--- src/rtl/pipeline_hazard_ctrl_pkg.sv ---
// Shared types for the pipeline hazard controller.
// Holds FSM states, default latencies and register-index type.
package pipeline_hazard_ctrl_pkg;

  typedef enum logic {
    RUN     = 1'b0,
    MD_BUSY = 1'b1
  } hz_state_e;

  localparam int MULT_LAT_DEF = 4;
  localparam int DIV_LAT_DEF  = 32;

  localparam int MD_CNT_W = 6;

  typedef logic [4:0] reg_idx_t;

  typedef logic [MD_CNT_W-1:0] md_cnt_t;

endpackage

--- src/rtl/pipeline_hazard_ctrl_md_timer.sv ---
// Multiply/divide occupancy timer.
// Counts the remaining busy cycles and pulses done on the way out.
module md_occupancy_timer
  import pipeline_hazard_ctrl_pkg::*;
(
  input  logic    clk,
  input  logic    rst_n,
  input  logic    load_i,
  input  md_cnt_t load_val_i,
  input  logic    busy_i,
  output logic    cnt_zero_o,
  output logic    md_done_o
);

  md_cnt_t md_cnt_q, md_cnt_d;
  logic    md_done_q, md_done_d;

  assign cnt_zero_o = (md_cnt_q == '0);

  // Next count: reload on accept, otherwise walk down while busy.
  always_comb begin
    md_cnt_d  = md_cnt_q;
    md_done_d = 1'b0;
    if (load_i) begin
      md_cnt_d = load_val_i;
    end else if (busy_i) begin
      if (cnt_zero_o) begin
        md_done_d = 1'b1;
      end else begin
        md_cnt_d = md_cnt_q - 1'b1;
      end
    end
  end

  // Counter and done-pulse registers.
  always_ff @(posedge clk or negedge rst_n) begin
    if (!rst_n) begin
      md_cnt_q  <= '0;
      md_done_q <= 1'b0;
    end else begin
      md_cnt_q  <= md_cnt_d;
      md_done_q <= md_done_d;
    end
  end

  assign md_done_o = md_done_q;

endmodule

--- src/rtl/pipeline_hazard_ctrl.sv ---
// Pipeline hazard controller: load-use, HI/LO and branch control.
// Owns the RUN/MD_BUSY FSM and the stall counter.
module pipeline_hazard_ctrl
  import pipeline_hazard_ctrl_pkg::*;
#(
  parameter int MULT_LAT = MULT_LAT_DEF,
  parameter int DIV_LAT  = DIV_LAT_DEF
) (
  input  logic        clk,
  input  logic        rst_n,
  input  reg_idx_t    id_rs,
  input  reg_idx_t    id_rt,
  input  logic        id_uses_rt,
  input  logic        id_ex_memread,
  input  reg_idx_t    id_ex_rt,
  input  logic        ex_branch_taken,
  input  logic        id_md_start,
  input  logic        id_md_is_div,
  input  logic        id_reads_hilo,
  output logic        pc_write,
  output logic        if_id_write,
  output logic        if_id_flush,
  output logic        id_ex_bubble,
  output logic        md_busy,
  output logic        md_done,
  output logic [15:0] stall_cnt
);

  localparam md_cnt_t MULT_M1 = md_cnt_t'(MULT_LAT - 1);
  localparam md_cnt_t DIV_M1  = md_cnt_t'(DIV_LAT - 1);

  hz_state_e   state_q, state_d;
  logic [15:0] stall_cnt_q, stall_cnt_d;

  logic    load_use;
  logic    md_hazard;
  logic    stall;
  logic    md_accept;
  logic    cnt_zero;
  md_cnt_t md_load_val;

  assign load_use = id_ex_memread
                 && (id_ex_rt != '0)
                 && ((id_ex_rt == id_rs)
                  || (id_uses_rt && (id_ex_rt == id_rt)));

  assign md_hazard = (state_q == MD_BUSY)
                  && (id_reads_hilo || id_md_start);

  assign stall = (load_use || md_hazard) && !ex_branch_taken;

  assign md_accept = (state_q == RUN) && id_md_start
                  && !ex_branch_taken && !load_use;

  assign md_load_val = id_md_is_div ? DIV_M1 : MULT_M1;

  assign pc_write     = rst_n && !stall;
  assign if_id_write  = rst_n && !stall;
  assign id_ex_bubble = !rst_n || stall || ex_branch_taken;
  assign if_id_flush  = !rst_n || ex_branch_taken;

  assign md_busy = (state_q == MD_BUSY);

  md_occupancy_timer u_md_timer (
    .clk        (clk),
    .rst_n      (rst_n),
    .load_i     (md_accept),
    .load_val_i (md_load_val),
    .busy_i     (md_busy),
    .cnt_zero_o (cnt_zero),
    .md_done_o  (md_done)
  );

  // FSM next state: enter on an accepted start, leave at count zero.
  always_comb begin
    state_d = state_q;
    unique case (state_q)
      RUN: begin
        if (md_accept) state_d = MD_BUSY;
      end
      MD_BUSY: begin
        if (cnt_zero) state_d = RUN;
      end
      default: state_d = RUN;
    endcase
  end

  // Saturating count of stall cycles; branch squashes are not stalls.
  always_comb begin
    stall_cnt_d = stall_cnt_q;
    if (stall && (stall_cnt_q != 16'hFFFF)) begin
      stall_cnt_d = stall_cnt_q + 16'd1;
    end
  end

  // State and counter registers.
  always_ff @(posedge clk or negedge rst_n) begin
    if (!rst_n) begin
      state_q     <= RUN;
      stall_cnt_q <= '0;
    end else begin
      state_q     <= state_d;
      stall_cnt_q <= stall_cnt_d;
    end
  end

  assign stall_cnt = stall_cnt_q;

endmodule
--- config.mk ---
export PLATFORM = sky130hd
export DESIGN_NAME = pipeline_hazard_ctrl
export DESIGN_NICKNAME = d
export VERILOG_FILES = /design/src/rtl/pipeline_hazard_ctrl_pkg.sv /design/src/rtl/pipeline_hazard_ctrl_md_timer.sv /design/src/rtl/pipeline_hazard_ctrl.sv
export SDC_FILE = /design/constraint.sdc
export NUM_CORES = 1
export LEC_CHECK = 0
export BUFFER_PORTS_ARGS = -buffer_cell sky130_fd_sc_hd__buf_2
export CAP_MARGIN = 20
export CORE_AREA = 2 2 67 69
export DETAILED_ROUTE_END_ITERATION = 12
export DIE_AREA = 0 0 69 71
export PLACE_DENSITY_LB_ADDON = 0.15
export SYNTH_ARGS = -nofsm -noshare
export SYNTH_HDL_FRONTEND = slang
export SYNTH_HIERARCHICAL = 1
export SYNTH_SLANG_ARGS = --single-unit
--- constraint.sdc ---
create_clock -name clk -period 3.6 [get_ports clk]
set_input_delay 0.72 -clock clk [delete_from_list [all_inputs] [get_ports clk]]
set_output_delay 0.72 -clock clk [all_outputs]
set_load 0.05 [all_outputs]
======== Word-level counts from Yosys, hierarchy flattened ========
Index checks and enable logic that the tools add are counted.
W data, S select, Z words.
storage, ports and cells
  input port bits ......................... 23
  flip-flop bits (word level) ............. 24
  word-level logic and storage cells ...... 45
  output and inout bits ................... 22
cells by class
  equality and inequality tests ........... 4
  bitwise operators ....................... 1
  muxes and demuxes ....................... 10
  add/sub/neg operators ................... 2
  reductions and logical operators ........ 24
operator list
  operator                 count
  $mux W6                  3
  $add A16 B1 Y16 const B  1
  $ne A16 B16 Y1 const B   1
  $eq A5 B5 Y1             2
  $logic_and A1 B1 Y1      10
  $logic_not A6 Y1         1
  $logic_or A1 B1 Y1       6
  $sub A6 B1 Y6 const B    1
  $mux W1                  5
  $mux W5                  1
  $reduce_bool A5 Y1       1
  $logic_not A1 Y1         4
  $ne A2 B2 Y1 const B     1
  $pmux W1 S2              1
  $reduce_and A2 Y1        1
  $reduce_bool A2 Y1       1
  $not A1 Y1               1

======== Depth between registers and ports, before layout ========
Gate-level depths: netlist of the first run.
  depth in word-level cells ............... 8
  mapped depth ............................ 10
  gate-level depth less buffers ........... 8

======== Hierarchy ========
Netlist of the first run, hierarchy kept.
modules (own cells, without submodules)
  module                area each (µm²)  cells an instance  times used  sequential area each (µm²)
  pipeline_hazard_ctrl  1157.4           106                1           425.4
  md_occupancy_timer    430.4            47                 1           175.2

======== Worst setup path before layout of the first run ========
OpenSTA, ideal clock, no wires.
  kind .................................... input-to-output
  from .................................... input id_md_start
  to ...................................... output pc_write
  data required time ...................... 2.880 ns
  path slack .............................. -0.026 ns
  data arrival time ....................... 2.906 ns
  path buffers ............................ 2
  cell stages on the path ................. 5
  cell sequence ........................... o21ai_0 -> buf_2 -> a21oi_1 -> nor2b_1 -> buf_4
between the ends
  cells in the longest elaborated chain, start to end .. 6
RTL lines
  element              line                        source
  from (decl)          pipeline_hazard_ctrl.sv:17  input logic id_md_start,
  $logic_or A1 B1 Y1   pipeline_hazard_ctrl.sv:48  && (id_reads_hilo || id_md_start);
  $logic_and A1 B1 Y1  pipeline_hazard_ctrl.sv:48
  $logic_or A1 B1 Y1   pipeline_hazard_ctrl.sv:50  assign stall = (load_use || md_hazard) && !ex_branch_taken;
  $logic_and A1 B1 Y1  pipeline_hazard_ctrl.sv:50
  $logic_not A1 Y1     -
  $logic_and A1 B1 Y1  -
  to (decl)            pipeline_hazard_ctrl.sv:20  output logic pc_write,
Every way passes these cells.

======== Worst setup path after layout of the first run ========
  from .................................... input id_ex_rt[1]
  to ...................................... output if_id_write
between the ends
  cells in the longest elaborated chain, start to end .. 8
  elaborated cells between the ends (all ways) .. 11
  those cells by class .................... eq/ne (2); reduce/logical (9)
RTL lines
  element                  line                        source
  from (decl)              pipeline_hazard_ctrl.sv:15  input reg_idx_t id_ex_rt,
  $eq A5 B5 Y1             pipeline_hazard_ctrl.sv:45  || (id_uses_rt && (id_ex_rt == id_rt)));
  $logic_and A1 B1 Y1      pipeline_hazard_ctrl.sv:45
  $logic_or A1 B1 Y1       pipeline_hazard_ctrl.sv:45
  $logic_and A1 B1 Y1 (*)  pipeline_hazard_ctrl.sv:44  && ((id_ex_rt == id_rs)
  $logic_or A1 B1 Y1 (*)   pipeline_hazard_ctrl.sv:50
  $logic_and A1 B1 Y1 (*)  pipeline_hazard_ctrl.sv:50
  $logic_not A1 Y1 (*)     pipeline_hazard_ctrl.sv:58  assign if_id_write = rst_n && !stall;
  $logic_and A1 B1 Y1 (*)  pipeline_hazard_ctrl.sv:58
  to (decl)                pipeline_hazard_ctrl.sv:21  output logic if_id_write,
Mark *: on every way between the ends. The rest lies on a longest branch, timed or not.

==> impl_metrics.env, run 1 <==
export IMPL_syn_avg_cell_area_um2=10.38
export IMPL_nNetsFinal=226
export IMPL_htree_levels=1
export IMPL_clkTransAtPathRegs_ns=0.08
export IMPL_cts_sinks=24
export IMPL_dp_cells=247
export IMPL_wire_per_inst_um=14.40
export IMPL_grt_usage=0.1533
export IMPL_fmax_mhz=326.4
export IMPL_dieArea_um2=4899
export IMPL_setup_worst_path_end_class="output port"
export IMPL_drc=0
export IMPL_seq_area_um2=600.6
export IMPL_crit_type="input pin to output port"
export IMPL_cts_root_buf="clkbuf_8"
export IMPL_postRouteAntennaNets=0
export IMPL_synth_cell_types=48
export IMPL_seq_area_frac_synth=0.3783
export IMPL_ctsResizeCount=0
export IMPL_clock_latency_ns=0.26
export IMPL_yosys_warnings=6
export IMPL_io_pins=45
export IMPL_portBuffers=44
export IMPL_critPathMaxFanout=13
export IMPL_synth_seq_cells=24
export IMPL_path_cells="buf_2 -> or4_1 -> o21ai_2 -> a21o_4 -> a21oi_1 -> nor2b_2 -> buf_2"
export IMPL_top_layer_used="met4"
export IMPL_finClkSkew_ns=0.004624
export IMPL_postCtsSetupRepairBufs=0
export IMPL_core_um2=4204
export IMPL_vias_per_cell=5.260
export IMPL_grt_overflow_total=0
export IMPL_p_per_area_nw_per_um2=602.6
export IMPL_stdcell_count=250
export IMPL_finalPower_w=0.001145
export IMPL_place_gp_congestion=0.9913
export IMPL_arrival_ns=2.34
export IMPL_cp_data_required_time_ns=2.88
export IMPL_drive_above_1_share=0.3384
export IMPL_cts_buffers=3
export IMPL_num_rows=24
export IMPL_ctsLongestPathBuffers=2
export IMPL_syn_inst=153
export IMPL_wl_met2_um=1516
export IMPL_fin_util=0.4521
export IMPL_die_w_um=69
export IMPL_layout_area_overhead_vs_synth_pct=19.70
export IMPL_multi_input_area_um2=943.4
export IMPL_syn_area_um2=1588
export IMPL_power_leakage_nw=0.8805
export IMPL_hold_buffers=0
export IMPL_nFillCells=418
export IMPL_via_count=1315
export IMPL_met1_length_um=1825
export IMPL_drv_cap=0
export IMPL_ir_drop_uv=388.3
export IMPL_crit_top_cell="buf_2"
export IMPL_cts_tree="built"
export IMPL_async_flop_share=1.000
export IMPL_antenna_found_initial=0
export IMPL_drv_slew=0
export IMPL_grt_pass1_wl_um=6244
export IMPL_ys_flop_type="dfrtp_1"
export IMPL_grt_max_degree=25
export IMPL_status="finished clean"
export IMPL_period_minus_slack_ns=3.064
export IMPL_slowest_delay_ns=0.53
export IMPL_rsz0062_at_grt="no"
export IMPL_critPathLaunchType="input pin"
export IMPL_hp_class="input pin to asynchronous set/reset pin"
export IMPL_first_pass_iters=4
export IMPL_synth_edf_count=0
export IMPL_n_antenna_cell=0
export IMPL_hold_viol=0
export IMPL_start_util=0.3777
export IMPL_die_h_um=71
export IMPL_wl_met3_um=233
export IMPL_setup_tns_final_ns=0
export IMPL_cpMaxStageDelayCell="or4_1"
export IMPL_hpwlAfterDp_um=2740
export IMPL_timing_final_crit_share=0.8511
export IMPL_drt_total_wl_um=3599
export IMPL_setup_viol=0
export IMPL_drtIter0Drc=36
export IMPL_grt_pass1_vias=1313
==> routing by layer <==
metal,up-vias,GRT usage
li1,652,-
met4,0,0.02614
met1,620,0.2245
met3,4,0.03419
met2,39,0.2361
met5,-,0
==> synth_stat cells (all sizes together), types with 3 or more instances <==
master,count,area [um^2]
a2111oi,3,82.58
a211oi,5,62.56
a21o,4,38.78
dfrtp,24,600.6
a21oi,6,30.03
ha,3,37.54
nand4,3,18.77
and4,4,37.54
nand3,10,50.05
or4,3,22.52
xor2,17,148.9
xnor2,8,70.07
o21ai,3,18.77
and3,6,38.79
nor2,5,18.77
or3,3,23.77
buf,4,31.27
inv,3,11.26
nand2,10,37.54
==> cell families (layout without fill, tap and decap cells) <==
kind of cell	after synthesis	count (layout)	synth area share
buffers and inverters	9	53	0.03151
adders and majority gates	3	3	0.02364
AOI/OAI and AO/OA	33	33	0.2096
xor gates and xnor gates	25	25	0.1379
muxes	1	1	0.007092
and+or+nand+nor	56	56	0.2073
other	2	3	0.004730
DFF	24	24	0.3783
==> sequential cells by signal, indices dropped and copies added (netlist names) <==
signal and cells:
stall_cnt 16, u_md_timer/md_cnt_q 6, md_busy 1, u_md_timer/md_done_o 1
==> stage by stage <==
step | hold WS (ns) | cell area [um^2] | setup slack (ns)
3_3_place_gp | 0.4798 | 1859 | 0.5990
3_5_place_dp | 0.4796 | 1859 | 0.5295
6_report | 0.4963 | 1901 | 0.5361
5_1_grt | 0.5320 | 1901 | 0.4371
2_1_floorplan | 0.4244 | 1594 | 0.2649
4_1_cts | 0.5004 | 1901 | 0.5303
==> worst paths after layout <==
path | cells past startpoint | slack [ns] | endpoint | from
min reg2reg | 1 | 0.50 | stall_cnt[15]$_DFFE_PN0P_ | stall_cnt[15]$_DFFE_PN0P_
min | 2 | 0.50 | stall_cnt[1]$_DFFE_PN0P_ | rst_n
max in group asynchronous | 2 | 2.86 | stall_cnt[13]$_DFFE_PN0P_ | rst_n
min in group clk | 1 | 0.50 | stall_cnt[15]$_DFFE_PN0P_ | stall_cnt[15]$_DFFE_PN0P_
max reg2reg | 5 | 1.66 | stall_cnt[1]$_DFFE_PN0P_ | md_busy$_DFF_PN0_
max | 7 | 0.54 | if_id_write | id_ex_rt[1]
==> placed cells by master, fill, tap and decap left out, types with 2 or more instances in the layout <==
master	synthesis	layout
buf_2	1	44
dfrtp_1	24	24
xor2_1	17	17
nand3_1	10	10
nand2_1	10	10
xnor2_1	8	8
a21oi_1	6	6
nor2_1	5	5
and3_1	5	5
a211oi_2	5	5
or4_1	3	3
inv_1	3	3
and4_1	3	3
a2111oi_4	3	3
nand4_1	3	3
ha_1	3	3
clkbuf_8	0	3
conb_1	2	3
nor3_1	2	2
nand2b_1	2	2
nand3b_1	2	2
a21o_1	2	2
or3_1	2	2
buf_4	2	2
a31oi_1	2	2
o211ai_1	2	2
o31ai_1	2	2
==> cell type report <==
cell class	instances	area share
multi-input cells	121	0.4964
clock buffers	3	0.02172
inverters	4	0.007900
repair buffers	46	0.1238
well taps	52	0.03423
flip-flops and latches	24	0.3160
==> critical path: cells and delay by family <==
| kind | cells | cell delay, ns |
|---|---|---|
| and+or+nand+nor | 2 | 0.66 |
| AOI/OAI and AO/OA | 3 | 0.57 |
| buffers and inverters | 2 | 0.39 |
==> where the power goes <==
group	internal (W)	switching, W	total (W)
Sequential	0.000344	0.0000996	0.000443
Clock	0.0000748	0.0000835	0.000158
Combinational	0.000184	0.000359	0.000544
Total	0.000603	0.000542	0.00115
(Power assumes the default switching activity.)
==> run 2: changes to the inputs <==
--- a/config.mk
+++ b/config.mk
@@ -7,6 +7,8 @@
 export LEC_CHECK = 0
 export BUFFER_PORTS_ARGS = -buffer_cell sky130_fd_sc_hd__buf_2
 export CAP_MARGIN = 20
+export CELL_PAD_IN_SITES_DETAIL_PLACEMENT = 1
+export CELL_PAD_IN_SITES_GLOBAL_PLACEMENT = 1
 export CORE_AREA = 2 2 67 69
 export DETAILED_ROUTE_END_ITERATION = 12
 export DIE_AREA = 0 0 69 71
==> run 2 against run 1 <==
Against the previous run:
- hold slack got worse by 0.0096 ns
- sequential power barely moved
- first-iteration DRC count rose by 67%
- clock power rose by 15%
- die area did not move
- count of clock-buffer cells in the layout rose by 1
- clock skew rose by 0.0024 ns
- via count rose by 4.3%
- total power rose by 2.3%
- combinational power rose by 0.7%
==> impl_metrics.env, run 2 (same netlist as run 1, synthesis figures left out) <==
export IMPL_status="finished clean"
export IMPL_cts_sinks=24
export IMPL_hold_viol=0
export IMPL_start_util=0.3777
export IMPL_drv_cap=0
export IMPL_hold_buffers=0
export IMPL_critPathTopFamily="simple AND/OR/NAND/NOR gates"
export IMPL_via_count=1371
export IMPL_critPathLaunchType="input pin"
export IMPL_nFillCells=495
export IMPL_cts_root_buf="clkbuf_8"
export IMPL_path_buf_inv=2
export IMPL_grt_max_degree=25
export IMPL_nNetsFinal=226
export IMPL_hpwlAfterDp_um=3214
export IMPL_postCtsSetupRepairBufs=0
export IMPL_finalPower_w=0.001172
export IMPL_setup_tns_final_ns=0
export IMPL_p_per_area_nw_per_um2=612.3
export IMPL_n_antenna_cell=0
export IMPL_final_common_cell="buf_2"
export IMPL_setup_slack_ns=0.5323
export IMPL_die_w_um=69
export IMPL_drtIter0Drc=60
export IMPL_die_h_um=71
export IMPL_cpMaxStageDelayCell="or4_1"
export IMPL_dp_worst_setup_slack_ns=0.5344
export IMPL_drive_above_1_share=0.3417
export IMPL_cts_buffers=3
export IMPL_grt_pass1_vias=1504
export IMPL_setup_viol=0
export IMPL_wire_per_inst_um=16.22
export IMPL_io_pins=45
export IMPL_core_um2=4204
export IMPL_first_pass_iters=4
export IMPL_period_minus_slack_ns=3.068
export IMPL_setup_worst_path_end_class="output port"
export IMPL_grt_pass1_wl_um=6975
export IMPL_htree_levels=1
export IMPL_portBuffers=44
export IMPL_crit_top_cell="buf_2"
export IMPL_grt_overflow_total=0
export IMPL_final_cell_mix="44 x buf_2, 24 x dfrtp_1, 17 x xor2_1"
export IMPL_drc=0
export IMPL_vias_per_cell=5.462
export IMPL_timing_final_crit_share=0.8521
export IMPL_place_gp_congestion=0.9809
export IMPL_grt_usage=0.1762
export IMPL_num_rows=24
export IMPL_fin_hold_ws_ns=0.4867
export IMPL_hp_class="register to register"
export IMPL_path_cells="buf_2 -> or4_1 -> o21ai_2 -> a21o_4 -> a21oi_1 -> nor2b_2 -> buf_2"
export IMPL_cts_tree="built"
export IMPL_finClkSkew_ns=0.007062
export IMPL_rsz0062_at_grt="no"
export IMPL_power_leakage_nw=0.8877
export IMPL_ctsResizeCount=0
export IMPL_drv_slew=0
export IMPL_fmax_mhz=326.0
export IMPL_cp_data_required_time_ns=2.88
export IMPL_postRouteAntennaNets=0
export IMPL_drt_total_wl_um=4070
export IMPL_clkTransAtPathRegs_ns=0.09
export IMPL_crit_type="input pin to output port"
export IMPL_slowest_delay_ns=0.56
export IMPL_arrival_ns=2.35
export IMPL_antenna_found_initial=0
export IMPL_clock_latency_ns=0.26
export IMPL_layout_area_overhead_vs_synth_pct=20.57
export IMPL_ir_drop_uv=250.5
export IMPL_ctsLongestPathBuffers=2
export IMPL_largest_reg_flops=16
export IMPL_dieArea_um2=4899
export IMPL_critPathMaxFanout=13
run 2: stage by stage:
stage,area [um^2],utilization,std cells
2_1_floorplan,1594,-,154
3_3_place_gp,1859,0.4423,247
3_5_place_dp,1859,0.4423,247
4_1_cts,1914,0.4554,251
5_1_grt,1914,0.4554,251
6_report,1914,0.4554,251
run 2: path summary, 6_finish.rpt:
kind / startpoint / endpoint / slack (ns) / depth (start not counted)
worst min-delay path: stall_cnt[15]$_DFFE_PN0P_ / stall_cnt[15]$_DFFE_PN0P_ / 0.49 / 1
worst max register to register: stall_cnt[4]$_DFFE_PN0P_ / stall_cnt[1]$_DFFE_PN0P_ / 1.60 / 5
worst min register to register: stall_cnt[15]$_DFFE_PN0P_ / stall_cnt[15]$_DFFE_PN0P_ / 0.49 / 1
min in group asynchronous: rst_n / stall_cnt[8]$_DFFE_PN0P_ / 0.50 / 2
worst max-delay path: id_ex_rt[1] / pc_write / 0.53 / 7
max in group asynchronous: rst_n / u_md_timer/md_cnt_q[1]$_DFFE_PN0P_ / 2.84 / 2
run 2: area by class of cell:
cell class	instances	area [um^2]	share of cell area
clock buffers	4	55.05	0.02876
inverters	4	15.01	0.007843
multi-input cells	121	943.4	0.4928
flip-flops and latches	24	600.6	0.3137
well taps	52	65.06	0.03399
repair buffers	46	235.2	0.1229
run 2: worst register-to-register path: stages (launching register included):
cell and delay (ns):
dfrtp_1 0.44, and4_1 0.26, and3_1 0.24, a221oi_2 0.45, nand2_1 0.17, mux2_1 0.33
run 2: metal layers:
metal	global-route usage	vias to the layer above	share of wire
met5	0	-	0
met1	0.1805	683	0.37
met4	0.05229	0	0.011
li1	-	651	-
met3	0.02991	4	0.037
met2	0.3600	33	0.58
run 2: power by group:
part / total [W] / internal (W) / switching [W]
clock network: 0.000182 / 0.0000975 / 0.0000848
registers: 0.000442 / 0.000344 / 0.0000983
logic: 0.000548 / 0.000184 / 0.000363
==> run 3: changes to the inputs <==
--- a/config.mk
+++ b/config.mk
@@ -10,9 +10,11 @@
 export CELL_PAD_IN_SITES_DETAIL_PLACEMENT = 1
 export CELL_PAD_IN_SITES_GLOBAL_PLACEMENT = 1
 export CORE_AREA = 2 2 67 69
+export CTS_CLUSTER_SIZE = 16
 export DETAILED_ROUTE_END_ITERATION = 12
 export DIE_AREA = 0 0 69 71
 export PLACE_DENSITY_LB_ADDON = 0.15
+export REMOVE_ABC_BUFFERS = 1
 export SYNTH_ARGS = -nofsm -noshare
 export SYNTH_HDL_FRONTEND = slang
 export SYNTH_HIERARCHICAL = 1
==> run 3 against run 2 <==
Against the previous run:
- sequential power about the same
- hold slack worse by 0.23 ns
- cell area down 0.85%
- critical path type unchanged
- clock power down 10%
- highest routed layer unchanged
- total power down 0.84%
- global-route usage up 0.23 points
- count of clock-buffer cells in the layout down 1
- fmax about the same
- non-clock buffer count unchanged
- largest cell class unchanged
- clock skew down 0.0037 ns
- first-iteration DRC count down 6.7%
==> impl_metrics.env, run 3 (same netlist as run 1, synthesis figures left out) <==
export IMPL_drv_slew=0
export IMPL_hp_class="input pin to asynchronous set/reset pin"
export IMPL_place_gp_congestion=0.8705
export IMPL_finClkSkew_ns=0.003377
export IMPL_num_rows=24
export IMPL_drtIter0Drc=56
export IMPL_final_cell_mix="44 x buf_2, 24 x dfrtp_1, 17 x xor2_1"
export IMPL_cts_root_buf="clkbuf_8"
export IMPL_die_h_um=71
export IMPL_ctsLongestPathBuffers=2
export IMPL_hold_viol=0
export IMPL_clkTransAtPathRegs_ns=0.09
export IMPL_grt_pass1_wl_um=7120
export IMPL_path_buf_inv=2
export IMPL_drv_cap=0
export IMPL_drc=0
export IMPL_timing_final_crit_share=0.8514
export IMPL_reg2regPathDepth=5
export IMPL_drive_above_1_share=0.3333
export IMPL_crit_type="input pin to output port"
export IMPL_finalPower_w=0.001162
export IMPL_first_pass_iters=4
export IMPL_fin_hold_ws_ns=0.2606
export IMPL_rr_startpoint="stall_cnt[4]$_DFFE_PN0P_"
export IMPL_antenna_found_initial=0
export IMPL_arrival_ns=2.35
export IMPL_nNetsFinal=226
export IMPL_vias_per_cell=5.416
export IMPL_crit_top_cell="buf_2"
export IMPL_grt_overflow_total=0
export IMPL_path_cells="buf_2 -> or4_1 -> o21ai_2 -> a21o_4 -> a21oi_1 -> nor2b_1 -> buf_2"
export IMPL_grt_pass1_vias=1446
export IMPL_critPathTopFamily="simple AND/OR/NAND/NOR gates"
export IMPL_cts_sinks=24
export IMPL_critPathMaxFanout=13
export IMPL_ir_drop_uv=285.4
export IMPL_hold_buffers=0
export IMPL_htree_levels=1
export IMPL_r2r_slack_ns=1.59
export IMPL_clock_latency_ns=0.27
export IMPL_status="finished clean"
export IMPL_via_count=1354
export IMPL_dp_worst_setup_slack_ns=0.5278
export IMPL_hpwlAfterDp_um=3232
export IMPL_io_pins=45
export IMPL_fmax_mhz=326.3
export IMPL_ctsResizeCount=0
export IMPL_power_leakage_nw=0.8795
export IMPL_wire_per_inst_um=16.46
export IMPL_critPathLaunchType="input pin"
export IMPL_cp_data_required_time_ns=2.88
export IMPL_cts_tree="built"
export IMPL_portBuffers=44
export IMPL_period_minus_slack_ns=3.065
export IMPL_grt_usage=0.1784
export IMPL_grt_max_degree=21
export IMPL_slowest_delay_ns=0.56
export IMPL_r2r_end="stall_cnt[1]$_DFFE_PN0P_"
export IMPL_final_common_cell="buf_2"
export IMPL_final_area_um2=1898
export IMPL_setup_worst_path_end_class="output port"
export IMPL_die_w_um=69
export IMPL_layout_area_overhead_vs_synth_pct=19.54
export IMPL_setup_slack_ns=0.5349
export IMPL_cpMaxStageDelayCell="or4_1"
export IMPL_dieArea_um2=4899
export IMPL_drt_total_wl_um=4114
export IMPL_p_per_area_nw_per_um2=612.4
export IMPL_start_util=0.3777
export IMPL_cts_buffers=3
export IMPL_postRouteAntennaNets=0
export IMPL_place_area_um2=1857
export IMPL_rsz0062_at_grt="no"
export IMPL_largest_reg_flops=16
export IMPL_postCtsSetupRepairBufs=0
export IMPL_n_antenna_cell=0
export IMPL_core_um2=4204
export IMPL_setup_viol=0
run 3: changes by cell type in the layout (fill, tap and decap cells not counted):
cell,before,now
clkbuf_8,4,3
nor2b_1,1,2
nor2b_2,1,0
run 3: how the worst max path moves through the flow:
stage,startpoint,slack (ns),depth (start not counted),to
6_report,id_ex_rt[1],0.53,7,pc_write
5_1_grt,id_ex_rt[1],0.43,7,pc_write
4_1_cts,id_ex_rt[1],0.52,7,pc_write
3_5_place_dp,id_ex_rt[1],0.53,7,pc_write
3_3_place_gp,id_ex_rt[1],0.57,7,if_id_write
2_1_floorplan,id_md_start,-0.87,3,if_id_write
run 3: layer usage:
layer	GRT usage	vias up	wire length (um)
met2	0.3109	28	2101
met3	0.03276	4	143
li1	-	650	-
met5	0	-	0
met4	0.05229	0	36
met1	0.2267	672	1834
run 3: area by class of cell:
| type | instances | area (um^2) |
|---|---|---|
| repair buffers | 46 | 235.2 |
| well taps | 52 | 65.06 |
| flip-flops and latches | 24 | 600.6 |
| clock buffers | 3 | 41.29 |
| inverters | 4 | 15.01 |
| multi-input cells | 121 | 940.9 |
| fillers | 510 | 2306 |
run 3: power by group:
part	switching, W	internal (W)
registers	0.0000982	0.000344
logic	0.000371	0.000186
clock network	0.0000884	0.0000750
total	0.000558	0.000605
run 3: stage by stage:
step	std cells	util	setup TNS (ns)
floorplan	149	-	-1.908
global placement	247	0.4417	0
detailed placement	247	0.4417	0
CTS	250	0.4515	0
global route	250	0.4515	0
finish	250	0.4515	0
